`src/rtl/dense_layer_sequencer.sv`:
```
// dense_layer_sequencer: handshaked scheduler for one fully-connected layer.
// Sweeps input index per neuron, drives the MAC, then hands off each neuron.
module dense_layer_sequencer #(
  parameter int INPUT_SIZE  = 16,
  parameter int OUTPUT_SIZE = 8,
  localparam int IW = (INPUT_SIZE > 1) ? $clog2(INPUT_SIZE) : 1,
  localparam int OW = (OUTPUT_SIZE > 1) ? $clog2(OUTPUT_SIZE) : 1
) (
  input  logic          clk_i,
  input  logic          reset_i,
  input  logic          start_i,
  output logic          ready_o,
  input  logic          data_v_i,
  output logic [IW-1:0] in_addr_o,
  output logic [OW-1:0] neuron_o,
  output logic          mac_en_o,
  output logic          acc_clear_o,
  output logic          valid_o,
  output logic          last_o,
  input  logic          yumi_i
);

  typedef enum logic [1:0] {
    eIDLE,
    eMAC,
    eOUT
  } state_e;

  localparam logic [IW-1:0] IN_LAST  = IW'(INPUT_SIZE - 1);
  localparam logic [OW-1:0] OUT_LAST = OW'(OUTPUT_SIZE - 1);

  state_e        state_q, state_d;
  logic [IW-1:0] in_addr_q, in_addr_d;
  logic [OW-1:0] neuron_q, neuron_d;

  // State and counter registers; reset wins over every input.
  always_ff @(posedge clk_i) begin
    if (reset_i) begin
      state_q   <= eIDLE;
      in_addr_q <= '0;
      neuron_q  <= '0;
    end else begin
      state_q   <= state_d;
      in_addr_q <= in_addr_d;
      neuron_q  <= neuron_d;
    end
  end

  // Next-state, counter update and output decode.
  always_comb begin
    state_d     = state_q;
    in_addr_d   = in_addr_q;
    neuron_d    = neuron_q;
    ready_o     = 1'b0;
    mac_en_o    = 1'b0;
    acc_clear_o = 1'b0;
    valid_o     = 1'b0;
    last_o      = 1'b0;
    unique case (state_q)
      eIDLE: begin
        ready_o = 1'b1;
        if (start_i) begin
          state_d   = eMAC;
          in_addr_d = '0;
          neuron_d  = '0;
        end
      end
      eMAC: begin
        mac_en_o    = data_v_i;
        acc_clear_o = data_v_i & (in_addr_q == '0);
        if (data_v_i) begin
          if (in_addr_q == IN_LAST) begin
            in_addr_d = '0;
            state_d   = eOUT;
          end else begin
            in_addr_d = in_addr_q + IW'(1);
          end
        end
      end
      eOUT: begin
        valid_o = 1'b1;
        last_o  = (neuron_q == OUT_LAST);
        if (yumi_i) begin
          if (neuron_q == OUT_LAST) begin
            neuron_d = '0;
            state_d  = eIDLE;
          end else begin
            neuron_d = neuron_q + OW'(1);
            state_d  = eMAC;
          end
        end
      end
      default: state_d = eIDLE;
    endcase
  end

  assign in_addr_o = in_addr_q;
  assign neuron_o  = neuron_q;

endmodule
```
`config.mk`:
```
export PLATFORM = sky130hd
export DESIGN_NAME = dense_layer_sequencer
export DESIGN_NICKNAME = d
export VERILOG_FILES = /design/src/rtl/dense_layer_sequencer.sv
export SDC_FILE = /design/constraint.sdc
export NUM_CORES = 1
export LEC_CHECK = 0
export CAP_MARGIN = 20
export CORE_MARGIN = 8
export CORE_UTILIZATION = 44
export CTS_BUF_LIST = sky130_fd_sc_hd__clkbuf_16
export DETAILED_ROUTE_END_ITERATION = 6
export GPL_TIMING_DRIVEN = 0
export PLACE_DENSITY = 0.72
export SETUP_SLACK_MARGIN = 0.15
export SYNTH_ARGS = -nofsm -noshare
export SYNTH_HDL_FRONTEND = slang
export SYNTH_SLANG_ARGS = --single-unit
```
`constraint.sdc`:
```
create_clock -name clk_i -period 1.5 [get_ports clk_i]
set_input_delay 0.15 -clock clk_i [delete_from_list [all_inputs] [get_ports clk_i]]
set_output_delay 0.15 -clock clk_i [all_outputs]
set_load 0.03 [all_outputs]
```
* Yosys cells after proc, flatten, opt, wreduce, memory -nomap -nowiden
Index checks and enable logic that the tools add are counted.
** Storage, ports and cells
- Register bits :: 9
- Latch bits :: 0
- Output and inout port bits :: 12
- Memory bits (read-only) :: 0
- Memories :: 0
- Input port bits :: 5
- Word-level logic and storage cells :: 40
- Memory bits (writable) :: 0
** Operators by class
- Shifts and indexed selects :: 0
- Multiplexer cells :: 19
- $lt $le $gt $ge :: 0
- Reductions and logical operators :: 7
- Equality and inequality tests :: 8
- Add/subtract/negate cells :: 2
- Divide/modulo/power cells :: 0
- Multipliers :: 0
- Bitwise operators :: 1
** Operators by type and width (number)
- two-way mux 4 bit :: 3
- two-way mux 3 bit :: 3
- two-way mux 2 bit :: 4
- inequality test 2 bit (second input constant) :: 4
- case mux 4 bit (2 select lines) :: 1
- two-way mux 1 bit :: 6
- case mux 2 bit (3 select lines) :: 1
- case mux 3 bit (2 select lines) :: 1
- AND reduction 3 bit :: 2
- adder 4 x 1 -> 4 bit (second input constant) :: 1
- equality test 4 bit (second input constant) :: 1
- logical NOT 4 bit :: 1
- AND reduction 4 bit :: 1
- nonzero test 2 bit :: 2
- adder 3 x 1 -> 3 bit (second input constant) :: 1
- equality test 3 bit (second input constant) :: 1
- equality test 2 x 1 -> 1 bit (second input constant) :: 1
- equality test 2 bit (second input constant) :: 1
- logical NOT 2 bit :: 1
- AND 1 bit :: 1

* Depth between registers and ports, before layout
Gate-level depths: netlist (run 1).
- Depth after elaboration :: 4
- Depth in mapped cells :: 5
- Gate-level depth less buffers :: 5

* Worst setup path before layout (run 1)
OpenSTA, ideal clock, no wires.
- Path type :: register to register
- Start point :: reg in_addr_q[0], in the netlist in_addr_o[0]
- End point :: reg in_addr_q[2], in the netlist in_addr_o[2]
- Buffers on the path :: 0
- Cell stages (with the launch flop) :: 5
- Arrival :: 1.522 ns
- Period minus slack after synthesis :: 1.617 ns
- Setup slack :: -0.117 ns
- Library setup time :: 0.095 ns
- Data required time :: 1.405 ns
- Path through :: dfxtp_1 ha_1 inv_1 or4_1 a221oi_1
** Between the ends
- Word-level cells in the longest chain between the ends :: 4
- Elaborated cells on any way between the ends :: 5
- Classes of those cells :: add/sub (1); eq/ne (1); mux (3)
** RTL lines
- start, declared :: line 33 : logic [IW-1:0] in_addr_q, in_addr_d;
- start signal, assigned :: line 44 : in_addr_q <= in_addr_d;
- adder 4 x 1 -> 4 bit / equality test 4 bit (equally long branches) :: line 76, 72
- two-way mux 4 bit * :: line 72 : if (in_addr_q == IN_LAST) begin
- two-way mux 4 bit * :: line 71 : if (data_v_i) begin
- case mux 4 bit (2 select lines) * :: line 59 : unique case (state_q)
Mark *: on every way between the ends. The rest lies on a longest branch, timed or not. The select of a mux whose other input is x is not followed.
A chain may end at the register's enable or synchronous reset.

* Final worst setup path (run 1)
Ends and elaborated chain as after synthesis.

==> results_dict.tcl, run 1 <==
set metrics [dict create \
    status "complete, no violations" \
    async_flop_share_pct 0 \
    cts_root_buffer "clkbuf_16" \
    fin_cells 104 \
    hold_path_end "in_addr_o[2]" \
    crit_type "flip-flop to flip-flop" \
    min_period_ps 1363 \
    routed_wl_um 1696 \
    power_density_nw_per_um2 881.7 \
    synth_ff_type "dfxtp_1" \
    ys_seq_area_share_pct 31.30 \
    viasPerCell 5.490 \
    path_cells "ha_4, inv_2, or4_4, a221oi_2" \
    hp-start "start_i" \
    tns_ps 0 \
    yosysWarningCount 0 \
    place.gp.congestion 0.7498 \
    cp-start-kind "flip-flop" \
    cts_tree "yes" \
    clkTransAtPathRegs_ps 40 \
    overflow 0 \
    hold_path_depth 2 \
    grt_max_degree 11 \
    syn_avg_cell_area_um2 8.720 \
    r2r_cells 4 \
    synth-xor-area-share_pct 0 \
    num-nets-final 99 \
    hold_path_class "input port to flip-flop" \
    netlist-cell-type-count 27 \
    grt_pass1_wl_um 2594 \
    port_buffers 16 \
    holdWs_ps 254.6 \
    core_um2 1269 \
    fin_crit_sh_pct 90.87 \
    synth.cell_area_um2 575.6 \
    slew_headroom_pct 77.44 \
    synth_top_family_by_area "simple AND/OR/NAND/NOR gates" \
    first_global_vias 532 \
    syn2layout_area_growth_pct 61.09 \
    antenna_found_initial 0 \
    grt.total_usage_pct 12.50 \
    synthMuxAreaShare_pct 3.478 \
    synth_nets 75 \
    finalHoldViolCount 0 \
    synth_area_leader_cell "dfxtp_1" \
    peakVddDrop_uv 625.8 \
    start_util_pct 45.36 \
    layout-drive-gt1-share_pct 35.96 \
    drc_errors 0 \
    ios 17 \
    wl_per_cell_um 16.31 \
    clockBufferDepth 2 \
    crit_required_ps 1650 \
    drv_cap 0 \
    setup_violations 0 \
    synth.area.top_cells "dfxtp_1 (31%), ha_1 (8.7%), nand4b_1 (6.1%)" \
    die_area_um2 2721 \
    cts_buffers 3 \
    synth_edf_count 0 \
    ant_nets 0 \
    chipHeight_um 52.17 \
    rsz0062_at_grt "true" \
    slowest_stage "or4_4" \
    drt-pass1-iter-count 4 \
    cts_sinks 9 \
    dp_hpwl_um 1062 \
    tightest_slew_ps 331.8 \
    final_util_pct 73.08 \
    slowest_delay_ps 480 \
    rows 13 \
    fin_skew_ps 2.604 \
    r2r-start "in_addr_o[0]" \
    worstPathArrival_ps 1510 \
    htreeDepth 1 \
    maxSlewViolCount 0 \
    total_power_w 0.0008175 \
    r2r-end "in_addr_o[2]" \
    yosys.area_share.simple_pct 27.61 \
    r2r_slack_ps 140 \
    ys_ff_latch 9 \
    synth_compound_gate_area_share_pct 19.57 \
    synth_top_area_share_pct 31.30 \
    max_freq_mhz 733.6 \
    crit_fanout 6 \
    vias 571 \
    clock_latency_ps 230 \
    antenna_cells 0 \
    worstSetupEndpointType "flip-flop" \
    synthAdderAreaFrac_pct 8.696 \
    drt_iter0_drc 15 \
    synthCells 66 \
    p_leak_nw 0.3898 \
    dp_cells 97 \
    chipWidth_um 52.17 \
]
==> cells by family after synthesis <==
logic type	Yosys count
compound gates	18
fa+ha+maj	4
buf+inv	8
flops	9
mux	2
simple gates	25
==> final cells by class <==
| class | instances | area (um2) |
|---|---|---|
| inverters | 5 | 18.77 |
| multi-input cells | 49 | 405.4 |
| well taps | 15 | 18.77 |
| fillers | 99 | 341.6 |
| repair buffers | 19 | 172.7 |
| clock inverters | 1 | 3.754 |
| flip-flops and latches | 9 | 197.7 |
| plain buffers | 3 | 35.03 |
| clock buffers | 3 | 75.07 |
==> critical path, delay by kind of cell, from the launching register on <==
family	cells	cell delay, ps
and+or+nand+nor	1	480
DFF	1	370
adders and majority gates	1	140
buffers and inverters	1	40
AOI/OAI and AO/OA	1	250
==> sequential cells by signal, summed over array words and instances, names as in the netlist <==
name and flops:
in_addr_o 4, neuron_o 3, state_q 2
==> metal layers <==
layer  wire [um]  share of wire, %  track usage (%)  up-vias
li1            -                 -                -      290
met1         787                46            15.30      267
met2         833                49            19.40       12
met3          62               3.7            4.274        2
met4          12              0.71            5.172        0
met5           0                 0                0        -
==> per-stage QoR <==
stage	instance area [um2]	setup WS, ps
after global placement	777.0	-381.2
final	927.1	136.9
after detailed placement	777.0	-387.7
after global routing	927.1	86.56
after floorplan	598.1	143.4
after CTS	862.1	16.16
==> power by group <==
group	switching [W]	internal (W)
registers	0.00000676	0.000240
logic	0.0000546	0.0000461
clock network	0.000121	0.000349
==> synthesized netlist by cell type, types with 2 or more instances <==
cell / instances
dfxtp_1: 9
o21ai_0: 6
a21oi_1: 5
inv_1: 5
ha_1: 4
nand4b_1: 4
nor2_1: 4
nand3_1: 3
a221oi_1: 2
and2_1: 2
and3_1: 2
clkbuf_8: 2
mux2i_1: 2
nor2b_1: 2
o31ai_1: 2
==> worst max-delay path by stage <==
stage	start	end	slack, ps
2_1_floorplan	in_addr_o[0]	in_addr_o[2]	140
3_3_place_gp	data_v_i	acc_clear_o	-380
3_5_place_dp	data_v_i	acc_clear_o	-390
4_1_cts	state_q[0]	acc_clear_o	20
5_1_grt	in_addr_o[0]	in_addr_o[2]	90
6_report	in_addr_o[0]	in_addr_o[2]	140
==> what timing repair did <==
item                       CTS  global route
resized for setup           37            17
setup buffers                2             1
hold buffers                 0             0
pin swaps                    0             2
setup endpoints to repair   13             5
==> cell usage in the layout, fill, tap and decap left out, types with 2 or more instances in the layout <==
| cell type | instances |
|---|---|
| dlygate4sd2_1 | 7 |
| o21ai_0 | 6 |
| inv_1 | 5 |
| a21oi_1 | 5 |
| buf_4 | 4 |
| nor2_1 | 4 |
| nand4b_1 | 4 |
| dfxtp_4 | 4 |
| nand3_1 | 3 |
| ha_4 | 3 |
| clkbuf_16 | 3 |
| dfxtp_1 | 3 |
| clkbuf_8 | 2 |
| nor2b_1 | 2 |
| o31ai_1 | 2 |
| dlymetal6s2s_1 | 2 |
| clkdlybuf4s50_1 | 2 |
| dfxtp_2 | 2 |
| buf_6 | 2 |
| buf_2 | 2 |
Power figures use the tool's default switching activity.
==> inputs of run 2 (changes only) <==
- CORE_UTILIZATION: 44 -> 40
- PLACE_DENSITY: 0.72 -> 0.66
- TNS_END_PERCENT: unset -> 20
==> results_dict.tcl, run 2 (synthesis gave the netlist of run 1 again) <==
set metrics [dict create \
    grt.total_usage_pct 12.18 \
    fin_crit_sh_pct 90.97 \
    start_util_pct 43.68 \
    peakVddDrop_uv 669.5 \
    cp-start-kind "input port" \
    cts_tree "yes" \
    worstSetupEndpointType "flip-flop" \
    multi_input_area_um2 390.4 \
    status "complete, no violations" \
    grt_max_degree 11 \
    maxSlewViolCount 0 \
    drv_cap 0 \
    power_density_nw_per_um2 916.0 \
    num-nets-final 97 \
    dp_hpwl_um 1062 \
    chipWidth_um 53.93 \
    routed_wl_um 1585 \
    crit_type "input port to flip-flop" \
    total_power_w 0.0008114 \
    finalHoldViolCount 0 \
    drt-pass1-iter-count 4 \
    clock_latency_ps 240 \
    rows 13 \
    slowest_delay_ps 540 \
    setup_ws_ps 135.4 \
    max_freq_mhz 732.8 \
    holdWs_ps 408.7 \
    largest_reg_flops 4 \
    min_period_ps 1365 \
    slowest_stage "clkdlybuf4s50_1" \
    final_cell_mix "dlygate4sd2_1 (8), inv_1 (6), o21ai_0 (6), a21oi_1 (5)" \
    place.gp.congestion 0.7278 \
    clockBufferDepth 2 \
    chipHeight_um 53.93 \
    drc_errors 0 \
    port_buffers 16 \
    layout_commonest_cell "dlygate4sd2_1" \
    syn2layout_area_growth_pct 53.91 \
    hold_path_class "input port to flip-flop" \
    cts_root_buffer "clkbuf_16" \
    first_global_vias 552 \
    viasPerCell 5.608 \
    crit_fanout 5 \
    grt_pass1_wl_um 2601 \
    htreeDepth 1 \
    ant_nets 0 \
    vias 572 \
    antenna_found_initial 0 \
    die_area_um2 2908 \
    ios 17 \
    core_um2 1318 \
    worstPathArrival_ps 1510 \
    regArea_um2 193.9 \
    clkTransAtPathRegs_ps 40 \
    crit_required_ps 1640 \
    cts_sinks 9 \
    slew_headroom_pct 74.82 \
    fin_skew_ps 4.597 \
    fillers 116 \
    cts_buffers 3 \
    setup_violations 0 \
    layout-drive-gt1-share_pct 27.59 \
    path_cells "clkdlybuf4s50_1, mux2i_1, or4_1, a221oi_1" \
    tightest_slew_ps 367.1 \
    antenna_cells 0 \
    overflow 0 \
    p_leak_nw 0.3584 \
    rsz0062_at_grt "true" \
    r2r_slack_ps 160 \
    dpl_worst_slack_ps -396.2 \
    drt_iter0_drc 10 \
    wl_per_cell_um 15.54 \
    ctsHoldBuffers 0 \
]
[run 2: stage by stage]
step           area (um2)  setup TNS [ps]  util (%)  std cells
6_report            885.9               0     67.24        102
5_1_grt             885.9               0     67.24        102
4_1_cts             890.9               0     67.62        102
3_5_place_dp        777.0           -1014     58.97         97
3_3_place_gp        777.0           -1006     58.97         97
2_1_floorplan       598.1               0         -         66
[run 2: worst max-delay path: cells and delay by family]
kind                   cells  cell delay [ps]
buffers and inverters      1              540
multiplexers               1              160
AND/OR/NAND/NOR            1              420
AO/OA/AOI/OAI              1              240
[run 2: layout make-up]
type	count	share of cell area (%)
plain buffers	3	3.955
clock buffers	3	8.475
repair buffers	17	16.95
multi-input cells	49	44.07
inverters	5	2.119
clock inverters	1	0.4237
well taps	15	2.119
flip-flops and latches	9	21.89
[run 2: power breakdown]
group          switching, W  internal [W]
Combinational     0.0000506     0.0000429
Clock              0.000122      0.000349
Sequential       0.00000654      0.000241
Total              0.000179      0.000633
[run 2: final timing paths]
| check | cells after the start | start | to |
|---|---|---|---|
| worst max-delay path | 4 | start_i | in_addr_o[2] |
| worst max register to register | 4 | in_addr_o[0] | in_addr_o[2] |
| worst min register to register | 1 | in_addr_o[0] | in_addr_o[0] |
| worst min-delay path | 3 | data_v_i | in_addr_o[1] |
[run 2: what timing repair did]
action,CTS,global route
setup buffers,1,0
resized for setup,41,1
endpoints found under the setup margin,13,5
[run 2: routing by layer]
layer	vias to the layer above	track usage, %	wire [um]
met1	272	14.04	688
met5	-	0	0
met4	0	2.521	9
li1	286	-	-
met2	11	19.69	782
met3	3	6.336	104
